**config.mk**
```make
export PLATFORM = sky130hd
export DESIGN_NAME = multdiv_controller
export DESIGN_NICKNAME = d
export VERILOG_FILES = /design/src/rtl/multdiv_controller.sv
export SDC_FILE = /design/constraint.sdc
export NUM_CORES = 1
export LEC_CHECK = 0
export BUFFER_PORTS_ARGS = -buffer_cell sky130_fd_sc_hd__buf_2
export CORE_MARGIN = 1
export CORE_UTILIZATION = 42
export CTS_CLUSTER_DIAMETER = 30
export DETAILED_ROUTE_END_ITERATION = 10
export PLACE_DENSITY = 0.75
export SETUP_SLACK_MARGIN = 0.15
export SLEW_MARGIN = 20
export SYNTH_ARGS = -nofsm -noshare
export SYNTH_HDL_FRONTEND = slang
export SYNTH_SLANG_ARGS = --single-unit
```
**constraint.sdc**
```tcl
create_clock -name clock -period 2 [get_ports clock]
set_input_delay 0 -clock clock [delete_from_list [all_inputs] [get_ports clock]]
set_output_delay 0 -clock clock [all_outputs]
set_load 0.03 [all_outputs]
```
**src/rtl/multdiv_controller.sv**
```systemverilog
// multdiv_controller
// Sequencer between the execute stage and the shared multiply/divide unit.
// Accepts one request at a time, latches operands, holds the selected
// start line (unit_ctrl_MULT / unit_ctrl_DIV) high until the unit reports
// result-ready or the wait times out, then holds the response with its
// destination tag until writeback takes it. Flush kills any in-flight op.
//
// Ports
//   clock, reset          rising-edge clock, synchronous active-high reset
//   flush                 synchronous kill of the in-flight operation
//   req_*                 request from execute (valid/ready handshake)
//   unit_operandA/B       latched operands to the unit
//   unit_ctrl_MULT/DIV    level-held start lines
//   unit_result/exception/resultRDY  unit response, sampled only in WAIT
//   rsp_*                 response to writeback (valid/ready handshake)
//
// Optional feature macro: MULTDIV_ZERO_BYPASS_EN
//   When defined, multiplies with a zero operand and divides by zero are
//   answered directly without starting the unit.
//
// state | meaning
// ------+-----------------------------------------------------------
// IDLE  | ready for a request, both start lines low
// ISSUE | start line raised, timeout counter cleared (one cycle)
// WAIT  | start line held, waiting for unit_resultRDY or timeout
// DONE  | response valid and held until rsp_ready

module multdiv_controller #(
   parameter int TIMEOUT_CYCLES = 40,
   parameter int CNT_W          = 6
) (
   input  logic        clock,
   input  logic        reset,
   input  logic        flush,
   input  logic        req_valid,
   input  logic        req_op,
   input  logic [31:0] req_a,
   input  logic [31:0] req_b,
   input  logic [4:0]  req_tag,
   output logic        req_ready,
   output logic [31:0] unit_operandA,
   output logic [31:0] unit_operandB,
   output logic        unit_ctrl_MULT,
   output logic        unit_ctrl_DIV,
   input  logic [31:0] unit_result,
   input  logic        unit_exception,
   input  logic        unit_resultRDY,
   output logic        rsp_valid,
   output logic [31:0] rsp_result,
   output logic        rsp_exception,
   output logic [4:0]  rsp_tag,
   input  logic        rsp_ready
);

   typedef enum logic [1:0] {
      IDLE  = 2'd0,
      ISSUE = 2'd1,
      WAIT  = 2'd2,
      DONE  = 2'd3
   } state_t;

   localparam logic [CNT_W-1:0] CNT_LAST = CNT_W'(TIMEOUT_CYCLES - 1);

   state_t           state;
   logic [CNT_W-1:0] cnt;
   logic [4:0]       tag_q;
   logic             range_err;
   logic             zero_mult;
   logic             zero_div;

   // The multiplier only consumes B[15:0]; anything not sign-representable
   // in 16 bits would silently produce a wrong product, so reject it.
   assign range_err = ~req_op & (req_b[31:16] != {16{req_b[15]}});

`ifdef MULTDIV_ZERO_BYPASS_EN
   assign zero_mult = ~req_op & ((req_a == '0) | (req_b == '0));
   assign zero_div  = req_op & (req_b == '0);
`else
   assign zero_mult = 1'b0;
   assign zero_div  = 1'b0;
`endif

   assign req_ready = (state == IDLE);

   always_ff @(posedge clock) begin
      if (reset) begin
         state          <= IDLE;
         cnt            <= '0;
         tag_q          <= '0;
         unit_operandA  <= '0;
         unit_operandB  <= '0;
         unit_ctrl_MULT <= 1'b0;
         unit_ctrl_DIV  <= 1'b0;
         rsp_valid      <= 1'b0;
         rsp_result     <= '0;
         rsp_exception  <= 1'b0;
         rsp_tag        <= '0;
      end else if (flush) begin
         // rsp_result/exception/tag intentionally keep their last values
         state          <= IDLE;
         unit_ctrl_MULT <= 1'b0;
         unit_ctrl_DIV  <= 1'b0;
         rsp_valid      <= 1'b0;
      end else begin
         case (state)
            IDLE: begin
               if (req_valid) begin
                  unit_operandA <= req_a;
                  unit_operandB <= req_b;
                  tag_q         <= req_tag;
                  if (range_err | zero_mult | zero_div) begin
                     // answered locally; range error wins over the bypass
                     state         <= DONE;
                     rsp_valid     <= 1'b1;
                     rsp_result    <= '0;
                     rsp_exception <= range_err | zero_div;
                     rsp_tag       <= req_tag;
                  end else begin
                     // start line is registered here so it is already high
                     // throughout the ISSUE cycle
                     state          <= ISSUE;
                     unit_ctrl_MULT <= ~req_op;
                     unit_ctrl_DIV  <= req_op;
                  end
               end
            end
            ISSUE: begin
               cnt   <= '0;
               state <= WAIT;
            end
            WAIT: begin
               if (unit_resultRDY) begin
                  state          <= DONE;
                  unit_ctrl_MULT <= 1'b0;
                  unit_ctrl_DIV  <= 1'b0;
                  rsp_valid      <= 1'b1;
                  rsp_result     <= unit_result;
                  rsp_exception  <= unit_exception;
                  rsp_tag        <= tag_q;
               end else if (cnt == CNT_LAST) begin
                  state          <= DONE;
                  unit_ctrl_MULT <= 1'b0;
                  unit_ctrl_DIV  <= 1'b0;
                  rsp_valid      <= 1'b1;
                  rsp_result     <= '0;
                  rsp_exception  <= 1'b1;
                  rsp_tag        <= tag_q;
               end else begin
                  cnt <= cnt + 1'b1;
               end
            end
            DONE: begin
               if (rsp_ready) begin
                  state     <= IDLE;
                  rsp_valid <= 1'b0;
               end
            end
            default: state <= IDLE;
         endcase
      end
   end

endmodule

```
==> flow_metrics.tcl, run 1 <==
set metrics [dict create \
    diodes 0 \
    n_fill_cell 706 \
    dr.pass1.iters 5 \
    top_layer "met4" \
    yosys_warnings 0 \
    met3WireLength_um 1113 \
    internal_power_uw 5218 \
    met2_length_um 8874 \
    io-pin-count 215 \
    drt_iter0_drc 352 \
    dpl.hpwl_um 9340 \
    max_stage_delay_ns 0.34 \
    grt-ovfl-total 0 \
    clockBufferDepth 2 \
    syn_area_sq_um 4788 \
    critPathBufInv 4 \
    slew_headroom_pct 70.03 \
    core_sq_um 10980 \
    p_per_area_nw_per_um2 865.0 \
    finalHoldViolCount 0 \
    setup_violations 0 \
    crit_slowest_cell "dfxtp_2" \
    drive_above_1_share_pct 34.96 \
    crit_path_max_fanout 8 \
    finalClockSkew_ns 0.01241 \
    p_clk_share_pct 45.6 \
    clkSinkCount 118 \
    placed_area_sq_um 6081 \
    maxCapViolCount 0 \
    stdcell_area_sq_um 8103 \
    ys_seq_area_share_pct 49.33 \
    gp_congestion 0.8839 \
    p_sw_uw 1791 \
    fmax_mhz 503.6 \
    synth_nets 677 \
    area_delta_synth_final_pct 69.22 \
    grt_start_max_net_pins 70 \
    numCtsBuffers 17 \
    p_leak_uw 0.003643 \
    critPathArrivalTime_ns 2.30 \
    outcome "finished clean" \
    share_comb_of_total_power_pct 18.4 \
    criticalPathCategory "flop to flop" \
    initial_utilization_pct 43.60 \
    wire_per_inst_um 16.11 \
    fin_cells 1044 \
    synthArstFlopShare_pct 0 \
    grt_pass1_vias 5415 \
    r2r_setup_slack_ns 0.01 \
    vdd_drop_max_v 0.0005813 \
    endpoint_kind "flop" \
    report.final.slew_viol_count 0 \
    clock_latency_ns 0.41 \
    drt-total-wl_um 16820 \
    cp_cell_sequence "inv_4, ha_4, nand2b_4, o22ai_4, nor4_4, buf_4, a21oi_4, buf_12, clkbuf_16, mux2i_1" \
    rsz0062_at_grt "yes" \
    synth.distinct_cells 38 \
    vias 5420 \
    min_path_type "input port to flop" \
    period_share_pct 99.29 \
    die_w_um 108.8 \
    tightest_slew_ns 0.4483 \
    syn_inst 563 \
    dieArea_sq_um 11830 \
    io_buffers 214 \
    antenna_found_initial 0 \
    via_per_inst 5.192 \
    synth_edf_count 0 \
    grt_usage_pct 27.29 \
    m1WireLength_um 6226 \
    htreeDepth 4 \
    clk_pin_slew_ns 0.06 \
    fin_nets 1007 \
    clock-root-buffer "clkbuf_16" \
    dp_cells 892 \
    ant_nets 0 \
    cts_tree "done" \
    period_minus_slack_ns 1.986 \
    pwr-share-seq_pct 35.9 \
    cp-start-kind "flop" \
    grt_pass1_wl_um 25030 \
    synth_ff_type "dfxtp_1" \
    worstPathRequired_ns 2.32 \
    critical-path-top-delay-family "buffers and inverters" \
    postSynthAreaPerCell_sq_um 8.505 \
    rows 38 \
    drc 0 \
    swShare_pct 25.56 \
    die_y_um 108.8 \
    synth_seq_cells 118 \
]
## synth_stat cells, types with 3 or more instances
cell / number / area share [%]
a211oi_1: 18 / 2.8
a21o_1: 3 / 0.47
a21oi_1: 70 / 7.3
buf_6: 3 / 0.71
clkbuf_1: 29 / 2.3
dfxtp_1: 118 / 49
ha_1: 5 / 1.3
inv_1: 4 / 0.31
mux2i_1: 39 / 8.2
nand2_1: 177 / 14
nand2b_1: 34 / 4.4
nand3_1: 5 / 0.52
nor2_1: 13 / 1.0
nor3_1: 3 / 0.31
nor4_1: 3 / 0.39
o22ai_1: 3 / 0.39
or4_1: 3 / 0.47
xnor2_1: 4 / 0.73
## path summary, 6_finish.rpt
check	from	to	cells after the start
worst min register to register	unit_operandB[31]$_SDFFE_PP0P_	unit_operandB[31]$_SDFFE_PP0P_	2
worst min-delay path	reset	cnt[1]$_SDFFE_PP0P_	2
worst max-delay path	state[0]$_SDFFE_PP0P_	rsp_result[18]$_SDFFE_PP0P_	10
worst max register to register	state[0]$_SDFFE_PP0P_	rsp_result[18]$_SDFFE_PP0P_	10
## stage by stage
step | utilization (%) | worst slack [ns] | hold slack (ns) | power, uW | TNS, ns
6_report | 73.78 | 0.01419 | 0.02578 | 7009 | 0
5_1_grt | 73.78 | -0.01647 | 0.06017 | 7242 | -0.03884
4_1_cts | 71.90 | 0.1505 | 0.005977 | 6899 | 0
2_1_floorplan | - | 0.1018 | 0.1360 | 3173 | 0
3_3_place_gp | 55.37 | 0.1223 | 0.2400 | 3463 | 0
3_5_place_dp | 55.37 | 0.02866 | 0.2466 | 3491 | 0
## cells by family (layout without fill, tap and decap cells)
logic type	after synthesis	after routing	share of synthesized area, %
compound gates	101	101	12.36
xor+xnor	4	4	0.7316
fa+ha+maj	5	5	1.307
buf+inv	41	382	3.736
flops	118	118	49.33
mux	39	39	8.153
simple gates	255	255	24.38
## power by group through the flow
stage	clock [uW]	sequential, uW	combinational, uW
after floorplan	0	2730	439
after global placement	0	2550	911
after detailed placement	0	2560	933
after CTS	3210	2510	1180
after global routing	3350	2520	1370
final	3200	2520	1290
## layout make-up
| type | instances | area [sq um] | share of cell area (%) |
|---|---|---|---|
| clock buffers | 22 | 474.2 | 5.852 |
| clock inverters | 8 | 147.6 | 1.822 |
| inverters | 5 | 26.28 | 0.3243 |
| multi-input cells | 404 | 2445 | 30.17 |
| flip-flops and latches | 118 | 2370 | 29.25 |
| well taps | 140 | 175.2 | 2.162 |
| repair buffers | 347 | 2465 | 30.42 |
## sequential cells by signal, indices dropped and copies added (netlist names)
signal and cells:
rsp_valid 1, rsp_tag 5, unit_operandA 32, unit_ctrl_DIV 1
tag_q 5, rsp_result 32, unit_operandB 32, rsp_exception 1
cnt 6, unit_ctrl_MULT 1, state 2
## layout by cell type (no fill, tap or decap), types with 2 or more instances in the layout
| cell type | instances |
|---|---|
| buf_2 | 213 |
| nand2_1 | 177 |
| dfxtp_1 | 114 |
| dlygate4sd3_1 | 103 |
| a21oi_1 | 70 |
| mux2i_1 | 35 |
| nand2b_1 | 33 |
| buf_4 | 19 |
| clkbuf_16 | 18 |
| nor2_1 | 11 |
| a211oi_2 | 10 |
| a211oi_1 | 8 |
| nand3_1 | 5 |
| buf_12 | 5 |
| nor4_2 | 4 |
| mux2i_2 | 4 |
| xnor2_1 | 4 |
| bufinv_16 | 4 |
| buf_6 | 4 |
| nor3_1 | 3 |
| or4_1 | 3 |
| ha_4 | 3 |
| clkinvlp_4 | 3 |
| clkbuf_8 | 3 |
| dfxtp_2 | 3 |
| nor3b_4 | 2 |
| nand4_1 | 2 |
| or3_1 | 2 |
| o22ai_2 | 2 |
| o22ai_4 | 2 |
| nor4_4 | 2 |
| inv_1 | 2 |
| a21o_1 | 2 |
| a31oi_1 | 2 |
| ha_1 | 2 |
| clkbuf_1 | 2 |
| buf_16 | 2 |
## per-layer routing
metal,up-vias,GRT usage (%)
met3,50,7.770
li1,2542,-
met4,0,14.19
met2,282,48.96
met5,-,0
met1,2546,28.92
## repair_timing
action | in CTS | in global routing
endpoints found under the hold margin | 107 | 0
setup buffers | 8 | 8
pin swaps | 5 | 7
endpoints found under the setup margin | 40 | 41
hold buffers | 103 | 0
cloned | 2 | 1
resized for setup | 10 | 28
Note: power is estimated with default switching activity, not from simulation.
==> run 2, diff against run 1 <==
RECOVER_POWER = 100   (was not set)
==> run 2 against run 1 <==
Sequential share of layout area is 0.55 points higher. Clock-buffer cell count unchanged. Fmax is essentially flat. Critical path depth is the same. Routed wire length is 0.17% lower. Non-clock buffer count is the same. Flip-flop and latch count did not move. Worst hold slack got worse by 0.0013 ns. Utilization down 1.4 points. Register-to-register slack about the same. Largest cell class is now multi-input combinational cells. Largest power group unchanged. Highest routed layer unchanged.
==> flow_metrics.tcl, run 2 (synthesis results as in run 1) <==
set metrics [dict create \
    r2r_setup_slack_ns 0.01 \
    min_from "reset" \
    drt_iter0_drc 339 \
    worstPathRequired_ns 2.31 \
    initial_utilization_pct 43.60 \
    drive_above_1_share_pct 23.23 \
    r2r_start "state[0]$_SDFFE_PP0P_" \
    antenna_found_initial 0 \
    crit_path_max_fanout 8 \
    drt-total-wl_um 16800 \
    slew_headroom_pct 53.23 \
    io-pin-count 215 \
    io_buffers 214 \
    fmax_mhz 503.1 \
    period_minus_slack_ns 1.988 \
    final_common_cell "nand2_1" \
    clockBufferDepth 2 \
    crit_start "state[0]$_SDFFE_PP0P_" \
    top_regs "rsp_result x32, unit_operandA x32, unit_operandB x32" \
    rsz0062_at_grt "yes" \
    diodes 0 \
    holdWs_ns 0.02453 \
    grt_pass1_wl_um 25030 \
    clock-root-buffer "clkbuf_16" \
    htreeDepth 4 \
    vias 5387 \
    cp-start-kind "flop" \
    period_share_pct 99.38 \
    reg2reg_depth 10 \
    area_delta_synth_final_pct 66.08 \
    tightest_slew_ns 0.7015 \
    critPathArrivalTime_ns 2.30 \
    setup_violations 0 \
    vdd_drop_max_v 0.0005796 \
    finalClockSkew_ns 0.01269 \
    most-common-layout-cells "nand2_1 (177), dfxtp_1 (114), clkbuf_1 (108), buf_2 (107), dlygate4sd3_1 (103)" \
    gp_congestion 0.8839 \
    numCtsBuffers 17 \
    die_w_um 108.8 \
    criticalPathCategory "flop to flop" \
    finalHoldViolCount 0 \
    outcome "finished clean" \
    hold_depth 2 \
    fin_nets 1007 \
    core_sq_um 10980 \
    grt-ovfl-total 0 \
    total_power_uw 6972 \
    p_leak_uw 0.003193 \
    report.final.slew_viol_count 0 \
    dieArea_sq_um 11830 \
    die_y_um 108.8 \
    min_path_type "input port to flop" \
    wire_per_inst_um 16.09 \
    dr.pass1.iters 5 \
    endpoint_kind "flop" \
    drc 0 \
    p_per_area_nw_per_um2 876.7 \
    maxCapViolCount 0 \
    grt_usage_pct 27.29 \
    grt_start_max_net_pins 70 \
    worstHoldEndpoint "cnt[1]$_SDFFE_PP0P_" \
    clock_latency_ns 0.41 \
    rows 38 \
    r2r_end "rsp_result[18]$_SDFFE_PP0P_" \
    clk_pin_slew_ns 0.06 \
    ant_nets 0 \
    clkSinkCount 118 \
    dpl.hpwl_um 9340 \
    grt_pass1_vias 5415 \
    cts_tree "done" \
    n_fill_cell 791 \
    via_per_inst 5.160 \
]
run 2: cell types whose count changed in the layout (fill, tap and decap cells not counted), sizes merged:
cell	before	now
buf	243	135
clkbuf	23	131
run 2: what timing repair did:
item	CTS	global route
setup endpoints to repair	40	41
setup buffers	8	8
hold endpoints to repair	107	0
gates resized for setup	10	28
hold buffers	103	0
pin swaps	5	7
gates cloned	2	1
run 2: worst max path at each step:
stage / end / slack, ns
2_1_floorplan: rsp_result[10]$_SDFFE_PP0P_ / 0.10
3_3_place_gp: rsp_result[29]$_SDFFE_PP0P_ / 0.12
3_5_place_dp: rsp_result[30]$_SDFFE_PP0P_ / 0.03
4_1_cts: rsp_result[23]$_SDFFE_PP0P_ / 0.15
5_1_grt: cnt[3]$_SDFFE_PP0P_ / -0.06
6_report: rsp_result[18]$_SDFFE_PP0P_ / 0.01
run 2: critical path: stages, from the launching register on:
cell,delay [ns]
dfxtp_2,0.34
inv_4,0.08
ha_4,0.19
nand2b_4,0.11
o22ai_4,0.24
nor4_4,0.06
buf_4,0.17
a21oi_4,0.16
buf_12,0.15
clkbuf_16,0.16
mux2i_1,0.23
run 2: metal layers:
layer | vias to the layer above | global-route usage, % | share of wire, %
met2 | 241 | 48.96 | 53
li1 | 2546 | - | -
met4 | 0 | 14.19 | 4.1
met5 | - | 0 | 0
met3 | 61 | 7.770 | 6.0
met1 | 2539 | 28.92 | 37
run 2: final cells by class:
cell class | instances | area, sq um | share of cell area [%]
Sequential cell | 118 | 2370 | 29.80
Clock buffer | 22 | 474.2 | 5.963
Timing Repair Buffer | 347 | 2315 | 29.11
Tap cell | 140 | 175.2 | 2.203
Clock inverter | 8 | 147.6 | 1.857
Inverter | 5 | 26.28 | 0.3304
Multi-Input combinational cell | 404 | 2445 | 30.74
run 2: through the flow:
stage	cell area (sq um)	cells	setup slack [ns]	setup TNS, ns	util, %
2_1_floorplan	4857	563	0.1018	0	-
3_3_place_gp	6081	892	0.1223	0	55.37
3_5_place_dp	6081	892	0.02866	0	55.37
4_1_cts	7896	1035	0.1505	0	71.90
5_1_grt	7953	1044	-0.06299	-0.2413	72.41
6_report	7953	1044	0.01245	0	72.41
run 2: where the power goes:
group          total [uW]  switching, uW  internal, uW
sequential           2520           64.7          2460
combinational        1260            695           563
clock                3190           1030          2170
